<file path="config.mk">
export PLATFORM = sky130hd
export DESIGN_NAME = race_lights_controller_flat
export DESIGN_NICKNAME = d
export VERILOG_FILES = /design/src/rtl/race_lights_controller_if.sv /design/src/rtl/race_lights_controller.sv /design/src/flat_wrapper.sv
export SDC_FILE = /design/constraint.sdc
export NUM_CORES = 1
export LEC_CHECK = 0
export CAP_MARGIN = 20
export CORE_AREA = 2 2 39 41
export CTS_CLUSTER_SIZE = 14
export DETAILED_ROUTE_END_ITERATION = 16
export DIE_AREA = 0 0 41 43
export PLACE_DENSITY = 0.66
export SYNTH_ARGS = -nofsm -noshare
export SYNTH_HDL_FRONTEND = slang
export SYNTH_SLANG_ARGS = --single-unit
</file>
<file path="constraint.sdc">
create_clock -name clk_i -period 2.39 [get_ports clk_i]
set_input_delay 0.478 -clock clk_i [delete_from_list [all_inputs] [get_ports clk_i]]
set_output_delay 0.478 -clock clk_i [all_outputs]
set_load 0.02 [all_outputs]
</file>
<file path="src/rtl/race_lights_controller_if.sv">
// Start/lamp bundle between the start-button conditioning logic, the light
// sequencer and the lamp drivers.
interface race_lights_controller_if;
  logic start;
  logic red;
  logic yellow;
  logic green;

  modport master (
    output start,
    input  red,
    input  yellow,
    input  green
  );

  modport slave (
    input  start,
    output red,
    output yellow,
    output green
  );
endinterface

</file>
<file path="src/rtl/race_lights_controller.sv">
// Drag-race light sequencer: IDLE -> RED -> YELLOW -> GREEN, held until start drops.
// Optional macro RACE_LIGHTS_ABORT_EN: start low during RED/YELLOW aborts to IDLE.
module race_lights_controller #(
  parameter int unsigned RED_CYCLES    = 2,
  parameter int unsigned YELLOW_CYCLES = 2,
  parameter int unsigned CNT_W         = 8
) (
  input logic                      clk_i,
  input logic                      rst_i,
  race_lights_controller_if.slave  lights_if
);

  typedef enum logic [1:0] {
    IDLE     = 2'd0,
    S_RED    = 2'd1,
    S_YELLOW = 2'd2,
    S_GREEN  = 2'd3
  } state_e;

  localparam logic [CNT_W-1:0] RED_LAST    = CNT_W'(RED_CYCLES - 1);
  localparam logic [CNT_W-1:0] YELLOW_LAST = CNT_W'(YELLOW_CYCLES - 1);
  localparam logic [CNT_W-1:0] CNT_ZERO    = '0;
  localparam logic [CNT_W-1:0] CNT_ONE     = CNT_W'(1);

  state_e           state_q, state_d;
  logic [CNT_W-1:0] cnt_q, cnt_d;
  logic             red_q, yellow_q, green_q;
  logic             red_d, yellow_d, green_d;

  // State, dwell counter and lamp registers
  always_ff @(posedge clk_i) begin
    if (rst_i) begin
      state_q  <= IDLE;
      cnt_q    <= CNT_ZERO;
      red_q    <= 1'b0;
      yellow_q <= 1'b0;
      green_q  <= 1'b0;
    end else begin
      state_q  <= state_d;
      cnt_q    <= cnt_d;
      red_q    <= red_d;
      yellow_q <= yellow_d;
      green_q  <= green_d;
    end
  end

  // Next-state and dwell counting; the counter is cleared on every transition
  always_comb begin
    state_d = IDLE;
    cnt_d   = CNT_ZERO;
    case (state_q)
      IDLE: begin
        if (lights_if.start) begin
          state_d = S_RED;
        end else begin
          state_d = IDLE;
        end
      end
      S_RED: begin
`ifdef RACE_LIGHTS_ABORT_EN
        if (!lights_if.start) begin
          state_d = IDLE;
        end else if (cnt_q == RED_LAST) begin
          state_d = S_YELLOW;
        end else begin
          state_d = S_RED;
          cnt_d   = cnt_q + CNT_ONE;
        end
`else
        if (cnt_q == RED_LAST) begin
          state_d = S_YELLOW;
        end else begin
          state_d = S_RED;
          cnt_d   = cnt_q + CNT_ONE;
        end
`endif
      end
      S_YELLOW: begin
`ifdef RACE_LIGHTS_ABORT_EN
        if (!lights_if.start) begin
          state_d = IDLE;
        end else if (cnt_q == YELLOW_LAST) begin
          state_d = S_GREEN;
        end else begin
          state_d = S_YELLOW;
          cnt_d   = cnt_q + CNT_ONE;
        end
`else
        if (cnt_q == YELLOW_LAST) begin
          state_d = S_GREEN;
        end else begin
          state_d = S_YELLOW;
          cnt_d   = cnt_q + CNT_ONE;
        end
`endif
      end
      S_GREEN: begin
        if (lights_if.start) begin
          state_d = S_GREEN;
        end else begin
          state_d = IDLE;
        end
      end
      default: begin
        state_d = IDLE;
      end
    endcase
  end

  // Lamps are registered alongside the state so they track it without a START path
  always_comb begin
    red_d    = 1'b0;
    yellow_d = 1'b0;
    green_d  = 1'b0;
    case (state_d)
      S_RED:    red_d    = 1'b1;
      S_YELLOW: yellow_d = 1'b1;
      S_GREEN:  green_d  = 1'b1;
      default: begin
        red_d    = 1'b0;
        yellow_d = 1'b0;
        green_d  = 1'b0;
      end
    endcase
  end

  assign lights_if.red    = red_q;
  assign lights_if.yellow = yellow_q;
  assign lights_if.green  = green_q;

endmodule

</file>
<file path="src/flat_wrapper.sv">
// flat-port wrapper written by rule: the top's interface ports become plain ports
module race_lights_controller_flat 
#(
  parameter int unsigned RED_CYCLES    = 2,
  parameter int unsigned YELLOW_CYCLES = 2,
  parameter int unsigned CNT_W         = 8
)
  (clk_i, rst_i, lights_if_start, lights_if_red, lights_if_yellow, lights_if_green);
  race_lights_controller_if lights_if_i ();
  input logic clk_i;
  input logic rst_i;
  input wire logic [$bits(lights_if_i.start)-1:0] lights_if_start;
  output wire logic [$bits(lights_if_i.red)-1:0] lights_if_red;
  output wire logic [$bits(lights_if_i.yellow)-1:0] lights_if_yellow;
  output wire logic [$bits(lights_if_i.green)-1:0] lights_if_green;
  assign lights_if_i.start = lights_if_start;
  assign lights_if_red = lights_if_i.red;
  assign lights_if_yellow = lights_if_i.yellow;
  assign lights_if_green = lights_if_i.green;
  race_lights_controller #(.RED_CYCLES(RED_CYCLES), .YELLOW_CYCLES(YELLOW_CYCLES), .CNT_W(CNT_W)) u_core (.clk_i(clk_i), .rst_i(rst_i), .lights_if(lights_if_i));
endmodule
</file>
* Word level (Yosys, flattened, before mapping)
Index checks and enable logic that the tools add are counted.
** Storage, ports and cells
- Bits in registers :: 13
- Input port bits :: 3
- Output and inout bits :: 3
- Logic and storage cells :: 25
** Cells by class
- Add/sub/neg operators :: 1
- Equality and inequality tests :: 7
- Mux-type cells :: 8
- Bitwise gates (word level) :: 1
- Reductions and logical operators :: 3
** Operator list (number)
- adder 8 x 1 -> 8 bit, second input constant :: 1
- == test 2 bit, second input constant :: 4
- == test 8 x 1 -> 1 bit, second input constant :: 1
- one-hot mux 2 bit (4 select lines) :: 1
- 2-to-1 mux 1 bit :: 5
- == test 2 x 1 -> 1 bit, second input constant :: 2
- 2-to-1 mux 2 bit :: 2
- OR reduction 3 bit :: 1
- zero test 2 bit :: 1
- OR reduction 2 bit :: 1
- inverter 1 bit :: 1

* Depth between registers and ports, before layout
- Depth in word-level cells :: 5
- Mapped depth :: 6
- Depth with buffers taken out :: 6

* Worst setup path after synthesis
Ideal clock, no wire load.
- Kind :: register -> register
- Start :: register u_core.cnt_q[0]
- End :: register u_core.yellow_q (netlist: u_core.lights_if.yellow)
- Setup time :: 0.116 ns
- Arrival time :: 1.554 ns
- Data required time :: 2.274 ns
- Setup slack :: 0.720 ns
- Cell stages (with the launch flop) :: 5
- Buffers on the path :: 0
- Clock period less this slack :: 1.670 ns
- Cells stage by stage :: dfxtp_1 > ha_1 > or3b_2 > o311a_4 > and3b_1
** On the way
- Cells in the longest elaborated chain, start to end :: 5
- Elaborated cells on any way between the ends :: 6
- Classes of those cells :: eq/ne: 2; mux: 4
** RTL lines
- start, declared :: RTL line race_lights_controller.sv:26 : logic [CNT_W-1:0] cnt_q, cnt_d;
- start signal, assigned :: RTL line race_lights_controller.sv:40 : cnt_q <= cnt_d;
- == test 8 x 1 -> 1 bit * :: RTL line race_lights_controller.sv:70, race_lights_controller.sv:89
- 2-to-1 mux 1 bit / 2-to-1 mux 2 bit (equally long branches) :: RTL line race_lights_controller.sv:89, race_lights_controller.sv:70
- one-hot mux 2 bit (4 select lines) * :: RTL line race_lights_controller.sv:51 : case (state_q)
- == test 2 bit * :: RTL line race_lights_controller.sv:115 : case (state_d)
- 2-to-1 mux 1 bit * :: RTL line race_lights_controller.sv:115
- end signal, assigned :: RTL line race_lights_controller.sv:42 : yellow_q <= yellow_d;
- end, declared :: RTL line race_lights_controller.sv:27 : logic red_q, yellow_q, green_q;
Every way passes the cells marked *; elsewhere a longest branch is shown, timed or not.
A chain may end at the register's enable or synchronous reset.

* Worst setup path after layout
Ends and elaborated chain as after synthesis.

==> qor.yml <==
outcome:
  status: "complete, no violations"
cts:
  clkLatencyLatePin_ns: 0.27
  cts_sinks: 13
  h-tree-depth: 1
  cts_made_buffers: 3
  cts_tree: "built"
  cts_setup_buffers: 0
  cts_buffer_depth: 2
  clockRootBuffer: "clkbuf_4"
  cts-resized-gates: 0
  clk_pin_slew_ns: 0.08
  cts_hold_buffers: 0
sta:
  hold_slack_ns: 0.510
  hold_violations: 0
  skew_ns: 0.00314
  period_minus_slack_ns: 1.73
  period_share: 0.725
  slew_headroom: 0.775
  setup_viol: 0
  fmax_mhz: 577
  setup_tns_ns: 0
  rsz0062_at_grt: "false"
  slew_viol_final: 0
  tightest_slew_ns: 0.337
final_layout:
  area_delta_synth_final_pct: 15.9
  multiInputGateArea_um2: 330
  layout_common_cells: "dfxtp_1, nor2_1, ha_1"
  drive_gt1_frac: 0.130
  final_common_cell: "dfxtp_1"
  antenna_cells: 0
  fillers: 135
  final_nets: 79
  fin_cells: 85
  regArea_um2: 260
place:
  dp_hpwl_um: 678
  gp_congestion: 0.736
  dp.cells: 81
  port_buffers: 5
power:
  power_w: 0.000383
  ir_drop_mv: 0.368
  powerDensity_mw_per_mm2: 545
  leakage_nw: 0.277
critical_path:
  critPathKind: "flip-flop to flip-flop"
  crit_fanout: 6
  start_kind: "flip-flop"
  worstSetupEndpointType: "flip-flop"
  worstPathCellList: "ha_1, or3b_2, o311a_4, and3b_1"
  slowest_stage: "or3b_2"
  crit_arrival_ns: 1.90
  critical_path_required_ns: 2.56
  critPathMaxStageDelay_ns: 0.50
die:
  start_util: 0.438
  coreArea_mm2: 0.00138
  rows: 14
  die_h_um: 43
  die_w_um: 41
  die_area_mm2: 0.00176
  ios: 6
synthesis:
  synth_seq_cells: 13
  synth_top_area_cell: "dfxtp_1"
  syn_area_per_cell_um2: 10.1
  postSynthCellCount: 60
  synth_top_area_share: 0.430
  synth_warnings: 0
  syn_nets: 69
  synth.cell_area_um2: 606
  synth_area_leaders: "dfxtp_1, ha_1, xor2_1"
  ys_seq_area_frac: 0.430
  yosys.cell_types.count: 20
global_routing:
  grt_pass1_vias: 368
  grt_usage: 0.135
  antenna_found_initial: 0
  grt_max_degree: 9
  grt_overflow: 0
  grt_pass1_wl_um: 1500
routing:
  routed_wirelength_um: 878
  drc_errors: 0
  final_antenna_net_count: 0
  vias: 414
  drtIter0Drc: 7
  wl_per_cell_um: 10.3
  via_per_inst: 4.87
  dr.pass1.iters: 4
flow_run:
  max_cap_violations: 0
worst_hold_path:
  hold_class: "flip-flop to flip-flop"
## where the power goes
group | switching [W] | internal, W
Sequential | 0.00000271 | 0.000220
Clock | 0.0000681 | 0.0000646
Combinational | 0.0000134 | 0.0000142
## cells in the mapped netlist
library cell / n
or4_4: 1
nand3_1: 5
o311a_4: 1
o21ai_0: 1
xor2_1: 5
o21bai_1: 1
xnor2_1: 1
nor3_2: 1
ha_1: 6
or3b_2: 1
nor2_1: 10
and3_1: 2
nand2b_1: 3
and3b_1: 1
nor2b_1: 1
o21ai_2: 1
dfxtp_1: 13
inv_1: 4
a21oi_1: 1
o32ai_2: 1
## per-stage QoR
stage,util,instance area [um^2],setup slack [ns]
CTS,0.507,702,0.648
global route,0.507,702,0.546
finish,0.507,702,0.657
detailed placement,0.488,676,0.659
floorplan,-,606,0.720
global placement,0.488,676,0.690
## area by class of cell
type	instances	share of cell area
multi-input combinational	43	0.471
sequential	13	0.371
timing repair buffer	5	0.0713
clock buffer	4	0.0374
tap	16	0.0285
inverter	4	0.0214
## worst paths after layout
check,from,to,slack (ns),depth (start not counted)
max,u_core.cnt_q[0],u_core.lights_if.yellow,0.66,4
min,u_core.cnt_q[0],u_core.cnt_q[0],0.51,1
max reg2reg,u_core.cnt_q[0],u_core.lights_if.yellow,0.66,4
min reg2reg,u_core.cnt_q[0],u_core.cnt_q[0],0.51,1
## layer usage
layer	global-route usage	wire, um	share of wire	vias up
met5	0	0	0	-
met4	0.120	27	0.031	0
met3	0.0471	29	0.033	4
met2	0.156	375	0.43	6
met1	0.185	445	0.51	185
li1	-	-	-	219
## sequential cells by signal, summed over array words and instances, names as in the netlist
register,count
u_core.lights_if.red,1
u_core.state_q,2
u_core.lights_if.yellow,1
u_core.cnt_q,8
u_core.lights_if.green,1
## cells by family after synthesis
| family | after synthesis | synth area share |
|---|---|---|
| buffers and inverters | 4 | 0.0248 |
| AO/OA/AOI/OAI | 6 | 0.105 |
| adder cells (fa/ha/maj) | 6 | 0.124 |
| flip-flops | 13 | 0.430 |
| AND/OR/NAND/NOR | 25 | 0.229 |
| XOR/XNOR | 6 | 0.0868 |
## worst max-delay path, delay by kind of cell (launching register included)
kind,cells,cell delay [ns]
flip-flops,1,0.42
AO/OA/AOI/OAI,1,0.40
adder cells (fa/ha/maj),1,0.16
AND/OR/NAND/NOR,2,0.66
Note: power is estimated with default switching activity, not from simulation.
